$ cat config.mk
export PLATFORM = sky130hd
export DESIGN_NAME = hazard_ctrl_flat
export DESIGN_NICKNAME = d
export VERILOG_FILES = /design/src/rtl/core_pkg.sv /design/src/rtl/hazard_ctrl_if.sv /design/src/rtl/sat_counter.sv /design/src/rtl/hazard_ctrl.sv /design/src/flat_wrapper.sv
export SDC_FILE = /design/constraint.sdc
export NUM_CORES = 1
export LEC_CHECK = 0
export CAP_MARGIN = 20
export CELL_PAD_IN_SITES_DETAIL_PLACEMENT = 0
export CELL_PAD_IN_SITES_GLOBAL_PLACEMENT = 1
export CORE_MARGIN = 3
export CORE_UTILIZATION = 30
export CTS_CLUSTER_DIAMETER = 80
export DETAILED_ROUTE_END_ITERATION = 12
export PLACE_DENSITY = 0.75
export SYNTH_ARGS = -nofsm -noshare
export SYNTH_HDL_FRONTEND = slang
export SYNTH_SLANG_ARGS = --single-unit
$ cat constraint.sdc
create_clock -name clk -period 7.23 [get_ports clk]
set_clock_uncertainty 0.05 [all_clocks]
set_input_delay 1.8075 -clock clk [delete_from_list [all_inputs] [get_ports clk]]
set_output_delay 1.8075 -clock clk [all_outputs]
set_load 0.03 [all_outputs]
$ cat src/rtl/core_pkg.sv
// Shared definitions for the core's pipeline sequencing logic.
//   hz_state_t : fetch-side sequencing states (RUN / FILL / FILL_REDIR)
//   FWD_*      : EX-stage forwarding select encodings
//   RES_MEM    : resultsrc encoding of a load in EX
//   fwd_sel    : forwarding select for one EX source register
package core_pkg;

  typedef enum logic [1:0] {
    RUN        = 2'b00,
    FILL       = 2'b01,
    FILL_REDIR = 2'b10
  } hz_state_t;

  localparam logic [1:0] FWD_RF  = 2'b00;
  localparam logic [1:0] FWD_WB  = 2'b01;
  localparam logic [1:0] FWD_MEM = 2'b10;

  localparam logic [2:0] RES_MEM = 3'b001;

  // MEM has priority over WB; x0 never forwards.
  function automatic logic [1:0] fwd_sel(
    input logic [4:0] rs,
    input logic [4:0] rd_m,
    input logic       regwrite_m,
    input logic [4:0] rd_w,
    input logic       regwrite_w
  );
    if (regwrite_m && (rd_m != 5'd0) && (rd_m == rs))
      return FWD_MEM;
    else if (regwrite_w && (rd_w != 5'd0) && (rd_w == rs))
      return FWD_WB;
    else
      return FWD_RF;
  endfunction

endpackage

$ cat src/rtl/hazard_ctrl_if.sv
// Signal bundle between the pipeline/icache and the hazard controller.
//   master : pipeline side (drives register ids, enables, cache status;
//            receives stall/flush/forward controls and counters)
//   slave  : hazard controller
interface hazard_ctrl_if #(
  parameter int CNT_W = 32
);
  logic [4:0]       rs1D, rs2D;
  logic [4:0]       rs1E, rs2E, rdE;
  logic [4:0]       rdM, rdW;
  logic             regwriteM, regwriteW;
  logic [2:0]       resultsrcE;
  logic             pcsrcE;
  logic             icache_miss;
  logic             icache_fill_done;
  logic             stallF, stallD;
  logic             flushD, flushE;
  logic [1:0]       forwardAE, forwardBE;
  logic             icache_fill_start;
  logic             busy;
  logic [CNT_W-1:0] stall_cycles, miss_count;

  modport master (
    output rs1D, rs2D, rs1E, rs2E, rdE, rdM, rdW,
    output regwriteM, regwriteW, resultsrcE, pcsrcE,
    output icache_miss, icache_fill_done,
    input  stallF, stallD, flushD, flushE, forwardAE, forwardBE,
    input  icache_fill_start, busy, stall_cycles, miss_count
  );

  modport slave (
    input  rs1D, rs2D, rs1E, rs2E, rdE, rdM, rdW,
    input  regwriteM, regwriteW, resultsrcE, pcsrcE,
    input  icache_miss, icache_fill_done,
    output stallF, stallD, flushD, flushE, forwardAE, forwardBE,
    output icache_fill_start, busy, stall_cycles, miss_count
  );
endinterface

$ cat src/rtl/sat_counter.sv
// Saturating up-counter.
//   clk   : clock
//   clr   : synchronous clear (wins over inc)
//   inc   : count enable
//   count : current value, holds at all-ones
module sat_counter #(
  parameter int W = 32
) (
  input  logic         clk,
  input  logic         clr,
  input  logic         inc,
  output logic [W-1:0] count
);

  logic [W-1:0] count_reg;

  always_ff @(posedge clk) begin
    if (clr)
      count_reg <= '0;
    else if (inc && (count_reg != {W{1'b1}}))
      count_reg <= count_reg + {{(W-1){1'b0}}, 1'b1};
  end

  assign count = count_reg;

endmodule

$ cat src/rtl/hazard_ctrl.sv
// Pipeline sequencing controller: IF/ID and ID/EX stall/flush, EX-stage
// forwarding selects, icache miss-fill sequencing and perf counters.
//   clk, rst : clock, synchronous active-high reset
//   hz       : hazard_ctrl_if.slave bundle (register ids, write enables,
//              resultsrcE, pcsrcE, icache status in; stall/flush/forward
//              controls, fill start, busy, counters out)
module hazard_ctrl
  import core_pkg::*;
#(
  parameter int         CNT_W   = 32,
  parameter logic [2:0] RES_MEM = core_pkg::RES_MEM
) (
  input logic          clk,
  input logic          rst,
  hazard_ctrl_if.slave hz
);

  hz_state_t  state_reg, state_next;
  logic       stall_f, stall_d, flush_d, flush_e, fill_start;
  logic       lwstall, front_hold;

  // Forwarding, one select per EX source register.
  logic [4:0] rs_e [2];
  logic [1:0] fwd  [2];

  assign rs_e[0] = hz.rs1E;
  assign rs_e[1] = hz.rs2E;

  generate
    for (genvar gi = 0; gi < 2; gi++) begin : g_fwd
      assign fwd[gi] = fwd_sel(rs_e[gi], hz.rdM, hz.regwriteM,
                               hz.rdW, hz.regwriteW);
    end
  endgenerate

  assign hz.forwardAE = rst ? FWD_RF : fwd[0];
  assign hz.forwardBE = rst ? FWD_RF : fwd[1];

  assign lwstall = (hz.resultsrcE == RES_MEM) && (hz.rdE != 5'd0) &&
                   ((hz.rdE == hz.rs1D) || (hz.rdE == hz.rs2D));

  // Fetch cannot proceed: a fill is outstanding, or RUN just missed.
  assign front_hold = (state_reg != RUN) || hz.icache_miss;

  always_ff @(posedge clk) begin
    if (rst)
      state_reg <= RUN;
    else
      state_reg <= state_next;
  end

  always_comb begin
    state_next = state_reg;
    stall_f    = 1'b0;
    stall_d    = 1'b0;
    flush_d    = 1'b0;
    flush_e    = 1'b0;
    fill_start = 1'b0;

    if (rst) begin
      state_next = RUN;
      flush_d    = 1'b1;
      flush_e    = 1'b1;
    end else if (hz.pcsrcE) begin
      // Redirect: everything younger than EX is wrong-path, so a
      // concurrent miss or load-use is dropped. An outstanding fill
      // must still complete, but its line is no longer wanted.
      flush_d = 1'b1;
      flush_e = 1'b1;
      case (state_reg)
        FILL:       state_next = hz.icache_fill_done ? RUN : FILL_REDIR;
        FILL_REDIR: state_next = hz.icache_fill_done ? RUN : FILL_REDIR;
        default:    state_next = RUN;
      endcase
    end else if (front_hold) begin
      stall_f = 1'b1;
      if (lwstall) begin
        stall_d = 1'b1;
        flush_e = 1'b1;
      end else begin
        // ID drains into EX while a bubble enters ID.
        flush_d = 1'b1;
      end
      case (state_reg)
        RUN: begin
          // Only reachable here with icache_miss=1.
          fill_start = 1'b1;
          state_next = FILL;
        end
        FILL, FILL_REDIR: begin
          if (hz.icache_fill_done)
            state_next = RUN;
        end
        default: state_next = RUN;
      endcase
    end else if (lwstall) begin
      stall_f = 1'b1;
      stall_d = 1'b1;
      flush_e = 1'b1;
    end
  end

  assign hz.stallF            = stall_f;
  assign hz.stallD            = stall_d;
  assign hz.flushD            = flush_d;
  assign hz.flushE            = flush_e;
  assign hz.icache_fill_start = fill_start;
  assign hz.busy              = !rst && (state_reg != RUN);

  sat_counter #(.W(CNT_W)) u_stall_cnt (
    .clk   (clk),
    .clr   (rst),
    .inc   (stall_f),
    .count (hz.stall_cycles)
  );

  sat_counter #(.W(CNT_W)) u_miss_cnt (
    .clk   (clk),
    .clr   (rst),
    .inc   (fill_start),
    .count (hz.miss_count)
  );

endmodule
$ cat src/flat_wrapper.sv
// flat-port wrapper written by rule: the top's interface ports become plain ports
module hazard_ctrl_flat import core_pkg::*;
#(
  parameter int         CNT_W   = 32,
  parameter logic [2:0] RES_MEM = core_pkg::RES_MEM
)
  (clk, rst, hz_rs1D, hz_rs2D, hz_rs1E, hz_rs2E, hz_rdE, hz_rdM, hz_rdW, hz_regwriteM, hz_regwriteW, hz_resultsrcE, hz_pcsrcE, hz_icache_miss, hz_icache_fill_done, hz_stallF, hz_stallD, hz_flushD, hz_flushE, hz_forwardAE, hz_forwardBE, hz_icache_fill_start, hz_busy, hz_stall_cycles, hz_miss_count);
  hazard_ctrl_if #(.CNT_W(CNT_W)) hz_i ();
  input logic clk;
  input logic rst;
  input wire logic [$bits(hz_i.rs1D)-1:0] hz_rs1D;
  input wire logic [$bits(hz_i.rs2D)-1:0] hz_rs2D;
  input wire logic [$bits(hz_i.rs1E)-1:0] hz_rs1E;
  input wire logic [$bits(hz_i.rs2E)-1:0] hz_rs2E;
  input wire logic [$bits(hz_i.rdE)-1:0] hz_rdE;
  input wire logic [$bits(hz_i.rdM)-1:0] hz_rdM;
  input wire logic [$bits(hz_i.rdW)-1:0] hz_rdW;
  input wire logic [$bits(hz_i.regwriteM)-1:0] hz_regwriteM;
  input wire logic [$bits(hz_i.regwriteW)-1:0] hz_regwriteW;
  input wire logic [$bits(hz_i.resultsrcE)-1:0] hz_resultsrcE;
  input wire logic [$bits(hz_i.pcsrcE)-1:0] hz_pcsrcE;
  input wire logic [$bits(hz_i.icache_miss)-1:0] hz_icache_miss;
  input wire logic [$bits(hz_i.icache_fill_done)-1:0] hz_icache_fill_done;
  output wire logic [$bits(hz_i.stallF)-1:0] hz_stallF;
  output wire logic [$bits(hz_i.stallD)-1:0] hz_stallD;
  output wire logic [$bits(hz_i.flushD)-1:0] hz_flushD;
  output wire logic [$bits(hz_i.flushE)-1:0] hz_flushE;
  output wire logic [$bits(hz_i.forwardAE)-1:0] hz_forwardAE;
  output wire logic [$bits(hz_i.forwardBE)-1:0] hz_forwardBE;
  output wire logic [$bits(hz_i.icache_fill_start)-1:0] hz_icache_fill_start;
  output wire logic [$bits(hz_i.busy)-1:0] hz_busy;
  output wire logic [$bits(hz_i.stall_cycles)-1:0] hz_stall_cycles;
  output wire logic [$bits(hz_i.miss_count)-1:0] hz_miss_count;
  assign hz_i.rs1D = hz_rs1D;
  assign hz_i.rs2D = hz_rs2D;
  assign hz_i.rs1E = hz_rs1E;
  assign hz_i.rs2E = hz_rs2E;
  assign hz_i.rdE = hz_rdE;
  assign hz_i.rdM = hz_rdM;
  assign hz_i.rdW = hz_rdW;
  assign hz_i.regwriteM = hz_regwriteM;
  assign hz_i.regwriteW = hz_regwriteW;
  assign hz_i.resultsrcE = hz_resultsrcE;
  assign hz_i.pcsrcE = hz_pcsrcE;
  assign hz_i.icache_miss = hz_icache_miss;
  assign hz_i.icache_fill_done = hz_icache_fill_done;
  assign hz_stallF = hz_i.stallF;
  assign hz_stallD = hz_i.stallD;
  assign hz_flushD = hz_i.flushD;
  assign hz_flushE = hz_i.flushE;
  assign hz_forwardAE = hz_i.forwardAE;
  assign hz_forwardBE = hz_i.forwardBE;
  assign hz_icache_fill_start = hz_i.icache_fill_start;
  assign hz_busy = hz_i.busy;
  assign hz_stall_cycles = hz_i.stall_cycles;
  assign hz_miss_count = hz_i.miss_count;
  hazard_ctrl #(.CNT_W(CNT_W), .RES_MEM(RES_MEM)) u_core (.clk(clk), .rst(rst), .hz(hz_i));
endmodule
==> results of run 1 <==
stage by stage:
| step | hold WS (ns) | instances | setup WS, ns | power (µW) | area (µm²) |
|---|---|---|---|---|---|
| floorplan | 0.422 | 460 | 1.65 | 417 | 3820 |
| global placement | 0.421 | 731 | 1.07 | 459 | 5160 |
| detailed placement | 0.437 | 732 | 1.07 | 461 | 5170 |
| CTS | 0.452 | 748 | 1.04 | 923 | 5480 |
| global route | 0.465 | 748 | 0.847 | 944 | 5480 |
| finish | 0.450 | 748 | 1.05 | 909 | 5480 |
final timing paths:
path                            slack (ns)                     endpoint                        start
worst max register to register        4.76  u_core.u_stall_cnt.count[2]  u_core.u_stall_cnt.count[9]
worst min register to register        0.45  u_core.u_stall_cnt.count[5]  u_core.u_stall_cnt.count[5]
worst min-delay path                  0.45  u_core.u_stall_cnt.count[5]  u_core.u_stall_cnt.count[5]
worst max-delay path                  1.05              hz_forwardBE[0]                    hz_rdM[1]
power by group through the flow:
stage | clock network (µW) | logic [µW] | registers (µW)
final | 457 | 85.3 | 367
after detailed placement | 0 | 85.9 | 375
after floorplan | 0 | 40.5 | 376
after global placement | 0 | 83.9 | 375
after global routing | 485 | 92.6 | 367
after CTS | 470 | 86.2 | 367
cell usage in the layout, fill, tap and decap left out, drive strengths merged, types with 12 or more instances in the layout:
master         count
or3               12
or4               21
nand4             19
a21oi             32
xnor2             33
and3              14
xor2              23
o31ai             15
nor2              46
nand3             33
dfxtp             66
inv               14
o21ai             15
clkdlybuf4s50    117
nand2             33
layout make-up:
| class | count | area, µm² |
|---|---|---|
| fillers | 1247 | 6730 |
| multi-input cells | 362 | 2370 |
| flip-flops and latches | 66 | 1320 |
| repair buffers | 122 | 1210 |
| clock buffers | 11 | 233 |
| well taps | 168 | 210 |
| clock inverters | 5 | 78.8 |
| inverters | 14 | 52.6 |
layer usage:
layer	track usage, %	vias up	wire [µm]	share of wire (%)
met1	18.4	1780	4710	44
li1	-	1933	-	-
met4	3.77	0	118	1.1
met3	5.13	12	751	6.9
met5	0	-	0	0
met2	25.6	128	5230	48
worst register-to-register path: cells and delay by family, from the launching register on:
family / cells / cell delay (ns)
AND/OR/NAND/NOR: 4 / 1.38
AO/OA/AOI/OAI: 2 / 0.24
buffers and inverters: 1 / 0.25
flip-flops: 1 / 0.44
cells by family after synthesis:
kind of cell | count (synthesis) | synth area share (%)
adder cells (fa/ha/maj) | 3 | 0.982
XOR/XNOR | 56 | 12.8
flip-flops | 66 | 34.6
buffers and inverters | 32 | 3.77
multiplexers | 4 | 1.08
AND/OR/NAND/NOR | 218 | 32.9
AO/OA/AOI/OAI | 81 | 13.9
==> results.ini, run 1 <==
[timing]
tightestPinTransition_ns = 0.857
relSlewSlack_pct = 42.4
hold_violations = 0
fmax_mhz = 162
finalSetupViolCount = 0
tns_ns = 0
drv_slew = 0
period_share_pct = 85.4
rsz0062_at_grt = no
finalCriticalPeriod_ns = 6.18

[outcome]
status = finished clean

[global_route]
grt_max_degree = 67
grt_pass1_wl_um = 18000
grt-ovfl-total = 0
grt_antenna_before_repair = 0
gr-usage-all-layers_pct = 15.1
first_global_vias = 3740

[synthesis]
syn_area_per_cell_um2 = 8.31
syn_area_um2 = 3820
ys_warn_count = 0
yosysSeqAreaShare_pct = 34.6
yosys.area.top_type = dfxtp_1
synth_fp_nets = 508
yosys.cell_count.top_type = dfxtp_1
ys_ff_latch = 66
synthTopCellsByCount = dfxtp_1 (66), nor2_1 (46), nand2_1 (33), nand3_1 (33), xnor2_1 (33)
synth_top_area_share_pct = 34.6
syn_inst = 460
synth-async-reset-ratio_pct = 0
synth_cell_type_count = 49
synth-main-ff-cell = dfxtp_1
synthTopCellsByArea = dfxtp_1 (35%), xnor2_1 (7.6%), xor2_1 (5.3%)
synth-edff-count = 0

[cts]
cts_hold_buf = 0
cts_tree = done
clockBufferDepth = 2
cts_setup_buffers = 0
clock-sinks = 66
h-tree-depth = 3
cts_resized = 0
numCtsBuffers = 9
cts_root_buf = clkbuf_16
clk_latency_ns = 0.32
cts.clk_slew.worst_paths_ns = 0.06

[worst_setup_path]
crit_type = input port to output pin
max_stage_delay_ns = 0.73
path_delay_family = buffers and inverters
cp-end-kind = output pin
worst_path_most_repeated_cell = clkdlybuf4s50_1
crit_buf_inv = 2
path_cells = clkdlybuf4s50_1 > or4_1 > o21ai_0 > nor3_1 > nor4_1 > clkdlybuf4s50_1
critPathMaxFanout = 4
cp.required_ns = 5.37
worstPathArrival_ns = 4.32
cpMaxStageDelayCell = clkdlybuf4s50_1
start_kind = input port
worst-path-stages = 6
reg2regPathDepth = 7

[pwr]
leakage_uw = 0.00179
comb_power_share_pct = 9.4
intPower_uw = 710
power-per-cell-area_nw_per_um2 = 166
seq_power_share_pct = 40.4
vdd_drop_max_v = 0.000124
power.switching_uw = 199
p_clk_share_pct = 50.2
p_sw_share_pct = 21.9

[hold_path]
min-delay-path-class = register to register
hold-path-cell-count = 2

[cells_and_area]
diodes = 0
nNetsFinal = 623
area_growth_pct = 43.5
drive_gt1_share_pct = 6.90
post-route-util_pct = 44.9

[die]
die_w_um = 119
dieArea_um2 = 14100
start_util_pct = 31.3
std_cell_rows = 40
core_um2 = 12200
pin_count = 119
fp.dieH_um = 119

[detailed_routing]
drc = 0
routedWlPerCell_um = 14.5
detail-route-antenna-nets = 0
drt_iter0_drc = 230
wl_um = 10800
via_per_inst = 5.15
drtPass1Iterations = 4
vias = 3853

[place]
port_buffers = 118
gp_congestion = 0.825
place_hpwl_um = 8130

[run]
drv_cap = 0

Note: power is estimated with default switching activity, not from simulation.
==> run 2: changes to the inputs <==
Settings changed: ABC_AREA from default to 1, PLACE_DENSITY 0.75 to 0.77.
==> run 2 against run 1 <==
  * Worst setup slack better by 0.47 ns
  * Largest cell class unchanged
  * Sequential share of layout area is 2.5 points lower
  * Clock power is 0.9% lower
==> results.ini, run 2 <==
[outcome]
status = finished clean

[global_route]
grt_pass1_wl_um = 22600
gr-usage-all-layers_pct = 16.7
first_global_vias = 4612
grt_max_degree = 65
grt_antenna_before_repair = 0
grt-ovfl-total = 0

[synthesis]
synth-async-reset-ratio_pct = 0
synth-main-ff-cell = dfxtp_1
synth_xor_area_share_pct = 8.15
yosys.area.top_type = dfxtp_1
syn_area_um2 = 4510
synthTopCellsByArea = dfxtp_1 (29%), nand2_1 (19%), nor2_1 (9.7%)
synthSimpleGateAreaFrac_pct = 43.5
synth-edff-count = 0
yosys.cell_count.top_type = nand2_1
synth_fa_ha_area_share_pct = 0.832
synthTopCellsByCount = nand2_1 (224), nor2_1 (117), inv_1 (71)
ys_ff_latch = 66
synth_fp_nets = 791
syn_inst = 743
syn_area_per_cell_um2 = 6.07
ys_warn_count = 0
synth_cell_type_count = 32
synth_top_area_share_pct = 29.3
yosysSeqAreaShare_pct = 29.3
synth_top_family_by_area = simple AND/OR/NAND/NOR gates
synth-compound-area-share_pct = 8.54
synthMuxAreaShare_pct = 0

[die]
start_util_pct = 30.8
core_um2 = 14600
std_cell_rows = 44
pin_count = 119
fp.dieH_um = 129
die_w_um = 129
dieArea_um2 = 16500

[detailed_routing]
drc = 0
drt_iter0_drc = 230
via_per_inst = 4.60
routedWlPerCell_um = 12.8
wl_um = 13300
detail-route-antenna-nets = 0
drtPass1Iterations = 4
vias = 4791

[cells_and_area]
fill_cells = 1610
layout_commonest_cell = nand2_1
layout_common_cells = nand2_1 (223), clkdlybuf4s50_1 (118), nor2_1 (117)
area_growth_pct = 35.5
seq_area_um2 = 1320
nNetsFinal = 901
multi_input_area_um2 = 2760
diodes = 0
layout.cells.non_filler = 1042
drive_gt1_share_pct = 5.71

[timing]
period_share_pct = 79.0
rsz0062_at_grt = no
drv_slew = 0
finalCriticalPeriod_ns = 5.71
relSlewSlack_pct = 59.6
finalSetupViolCount = 0
hold_violations = 0
tns_ns = 0
tightestPinTransition_ns = 0.607
fmax_mhz = 175

[cts]
cts_resized = 0
cts_setup_buffers = 0
numCtsBuffers = 9
cts_tree = done
cts_hold_buf = 0
cts_root_buf = clkbuf_16
clockBufferDepth = 2
h-tree-depth = 3
cts.clk_slew.worst_paths_ns = 0.05
clock-sinks = 66
clk_latency_ns = 0.34

[pwr]
power-per-cell-area_nw_per_um2 = 150
vdd_drop_max_v = 0.000104
leakage_uw = 0.00239

[place]
gp_congestion = 0.878
place_inst = 1026
port_buffers = 118
place_hpwl_um = 10100

[run]
drv_cap = 0

[worst_setup_path]
critPathMaxFanout = 3
worstPathArrival_ns = 3.85
cp.required_ns = 5.37
crit_type = input port to output pin
start_kind = input port
cp-end-kind = output pin

[hold_path]
min-delay-path-class = register to register

run 2: power by group:
group / leakage, µW / total [µW] / internal (µW) / switching [µW]
registers: 0.000532 / 367 / 365 / 1.96
logic: 0.00172 / 93.3 / 44.0 / 49.3
clock network: 0.000145 / 453 / 285 / 168
total: 0.00239 / 914 / 695 / 220
run 2: final timing paths:
kind	startpoint	end	slack (ns)	depth (start not counted)
worst max-delay path	hz_rdM[3]	hz_forwardBE[1]	1.52	7
worst min-delay path	u_core.state_reg[1]	u_core.state_reg[1]	0.41	2
worst max register to register	u_core.u_miss_cnt.count[0]	u_core.u_miss_cnt.count[0]	4.98	10
worst min register to register	u_core.state_reg[1]	u_core.state_reg[1]	0.41	2
run 2: cell families after synthesis:
family,Yosys count
AO/OA/AOI/OAI,74
XOR/XNOR,42
adder cells (fa/ha/maj),3
buffers and inverters,100
flip-flops,66
AND/OR/NAND/NOR,458
run 2: cell type report:
class | instances | area share (%)
multi-input combinational | 577 | 45.1
sequential | 66 | 21.6
timing repair buffer | 121 | 19.7
inverter | 78 | 4.79
clock buffer | 12 | 4.20
tap | 184 | 3.77
clock inverter | 4 | 0.819
run 2: critical path, cell delays in order:
cell and delay (ns):
clkdlybuf4s50_1 0.47, xor2_1 0.18, or2_2 0.30, nor4_1 0.26, inv_1 0.07, nor2_1 0.09
clkdlybuf4s50_1 0.67
run 2: metal layers:
| layer | global-route usage, % | wire length (µm) | up-vias | part of all wire, % |
|---|---|---|---|---|
| met4 | 5.62 | 357 | 0 | 2.7 |
| met5 | 0 | 0 | - | 0 |
| met3 | 3.74 | 519 | 21 | 3.9 |
| li1 | - | - | 2576 | - |
| met1 | 20.9 | 6160 | 2109 | 46 |
| met2 | 28.5 | 6280 | 85 | 47 |
run 2: metrics by stage:
stage / hold WS, ns / total power (µW) / utilization [%] / setup WS (ns) / area, µm²
detailed placement: 0.412 / 470 / 39.6 / 1.52 / 5810
global route: 0.437 / 951 / 41.7 / 1.35 / 6110
finish: 0.411 / 914 / 41.7 / 1.52 / 6110
global placement: 0.399 / 470 / 39.6 / 1.52 / 5810
floorplan: 0.389 / 428 / - / 2.45 / 4510
CTS: 0.419 / 929 / 41.7 / 1.52 / 6110
==> run 3: changes to the inputs <==
Settings changed: PLACE_DENSITY 0.77 to 0.8.
Clock period 7.23 ns to 5.18 ns, I/O delays scaled along.
==> run 3 against run 2 <==
  * Sequential cell count unchanged
  * Utilization about the same
  * Critical path depth unchanged
  * Critical endpoint unchanged
  * Highest routed layer unchanged
==> results.ini, run 3 (synthesis gave the netlist of run 2 again) <==
[cts]
cts_tree = done
numCtsBuffers = 9
clock-sinks = 66
clockBufferDepth = 2
clk_latency_ns = 0.34
cts_root_buf = clkbuf_16
cts_hold_buf = 0
h-tree-depth = 3
cts_resized = 0
cts.clk_slew.worst_paths_ns = 0.05
cts_setup_buffers = 0

[timing]
tns_ns = 0
hold_violations = 0
finalCriticalPeriod_ns = 4.70
fmax_mhz = 213
tightestPinTransition_ns = 0.600
finalSetupViolCount = 0
rsz0062_at_grt = no
relSlewSlack_pct = 60.0
period_share_pct = 90.7
drv_slew = 0

[place]
port_buffers = 118
placed_area_um2 = 5800
gp_congestion = 0.830
place_hpwl_um = 10200

[worst_setup_path]
start_kind = input port
max_stage_delay_ns = 0.69
cp-end-kind = output pin
path_cells = clkdlybuf4s50_1 > xor2_1 > or2_2 > nor4_1 > inv_1 > nor2_1 > clkdlybuf4s50_1
cp.required_ns = 3.84
crit_type = input port to output pin
cpMaxStageDelayCell = clkdlybuf4s50_1
worstPathArrival_ns = 3.35
crit_buf_inv = 3
critPathMaxFanout = 3
path_delay_family = buffers and inverters
worst_path_most_repeated_cell = clkdlybuf4s50_1

[global_route]
met2_usage_pct = 29.2
grt_pass1_wl_um = 22100
grt.met1_usage_pct = 20.2
grt_busiest_layer = met2
grt_max_degree = 65
gr-usage-all-layers_pct = 16.3
grt-ovfl-total = 0
met3_usage_pct = 3.40
first_global_vias = 4482
grt_antenna_before_repair = 0

[cells_and_area]
post-route-util_pct = 41.7
nNetsFinal = 901
diodes = 0
layout_common_cells = nand2_1 (223), nor2_1 (117), clkdlybuf4s50_1 (117)
layout_commonest_cell = nand2_1
drive_gt1_share_pct = 5.94
area_growth_pct = 35.3
final_area_um2 = 6110

[die]
core_um2 = 14600
fp.dieH_um = 129
die_w_um = 129
dieArea_um2 = 16500
pin_count = 119
start_util_pct = 30.8
std_cell_rows = 44

[pwr]
power-per-cell-area_nw_per_um2 = 207
power.switching_uw = 317
vdd_drop_max_v = 0.000142
p_sw_share_pct = 25.1
comb_power_share_pct = 10.3
p_clk_share_pct = 49.2
seq_power_share_pct = 40.5
intPower_uw = 948
leakage_uw = 0.00240
fin_total_pwr_uw = 1260

[detailed_routing]
wl_um = 13200
vias = 4772
via_per_inst = 4.58
drc = 0
drt_iter0_drc = 276
detail-route-antenna-nets = 0
routedWlPerCell_um = 12.7
drtPass1Iterations = 4

[hold_path]
min-delay-path-class = register to register

[outcome]
status = finished clean

[run]
drv_cap = 0

run 3: cell type report:
cell class | count | area, µm²
fill | 1586 | 8540
multi-input combinational | 577 | 2760
sequential | 66 | 1320
timing repair buffer | 121 | 1200
inverter | 78 | 293
tap | 184 | 230
clock buffer | 9 | 225
clock inverter | 7 | 77.6
run 3: layer usage:
| layer | part of all wire [%] | routed length [µm] | up-vias |
|---|---|---|---|
| li1 | - | - | 2577 |
| met1 | 45 | 5930 | 2105 |
| met2 | 50 | 6590 | 77 |
| met3 | 4.2 | 555 | 13 |
| met4 | 0.90 | 119 | 0 |
| met5 | 0 | 0 | - |
run 3: stage by stage:
step / instances / hold WS, ns / worst slack (ns)
after floorplan: 743 / 0.389 / 1.42
after global placement: 1026 / 0.399 / 0.489
after detailed placement: 1026 / 0.408 / 0.453
after CTS: 1042 / 0.416 / 0.459
after global routing: 1042 / 0.452 / 0.298
final: 1042 / 0.411 / 0.483
run 3: power by group through the flow:
stage               combinational [µW]  sequential, µW  clock, µW
finish                             130             513        622
global route                       144             513        666
CTS                                132             513        641
detailed placement                 132             524          0
global placement                   131             524          0
floorplan                         70.0             527          0
run 3: final timing paths:
kind	from	to	slack, ns	cells after the start
max	hz_rdM[3]	hz_forwardBE[1]	0.48	7
max reg2reg	u_core.u_miss_cnt.count[0]	u_core.u_miss_cnt.count[0]	2.94	10
min reg2reg	u_core.state_reg[1]	u_core.state_reg[1]	0.41	2
min	u_core.state_reg[1]	u_core.state_reg[1]	0.41	2
run 3: tightest hold or removal path, cell delays in order, from the launching register on:
cell     delay [ns]
dfxtp_1        0.30
nand2_1        0.06
a21oi_1        0.05
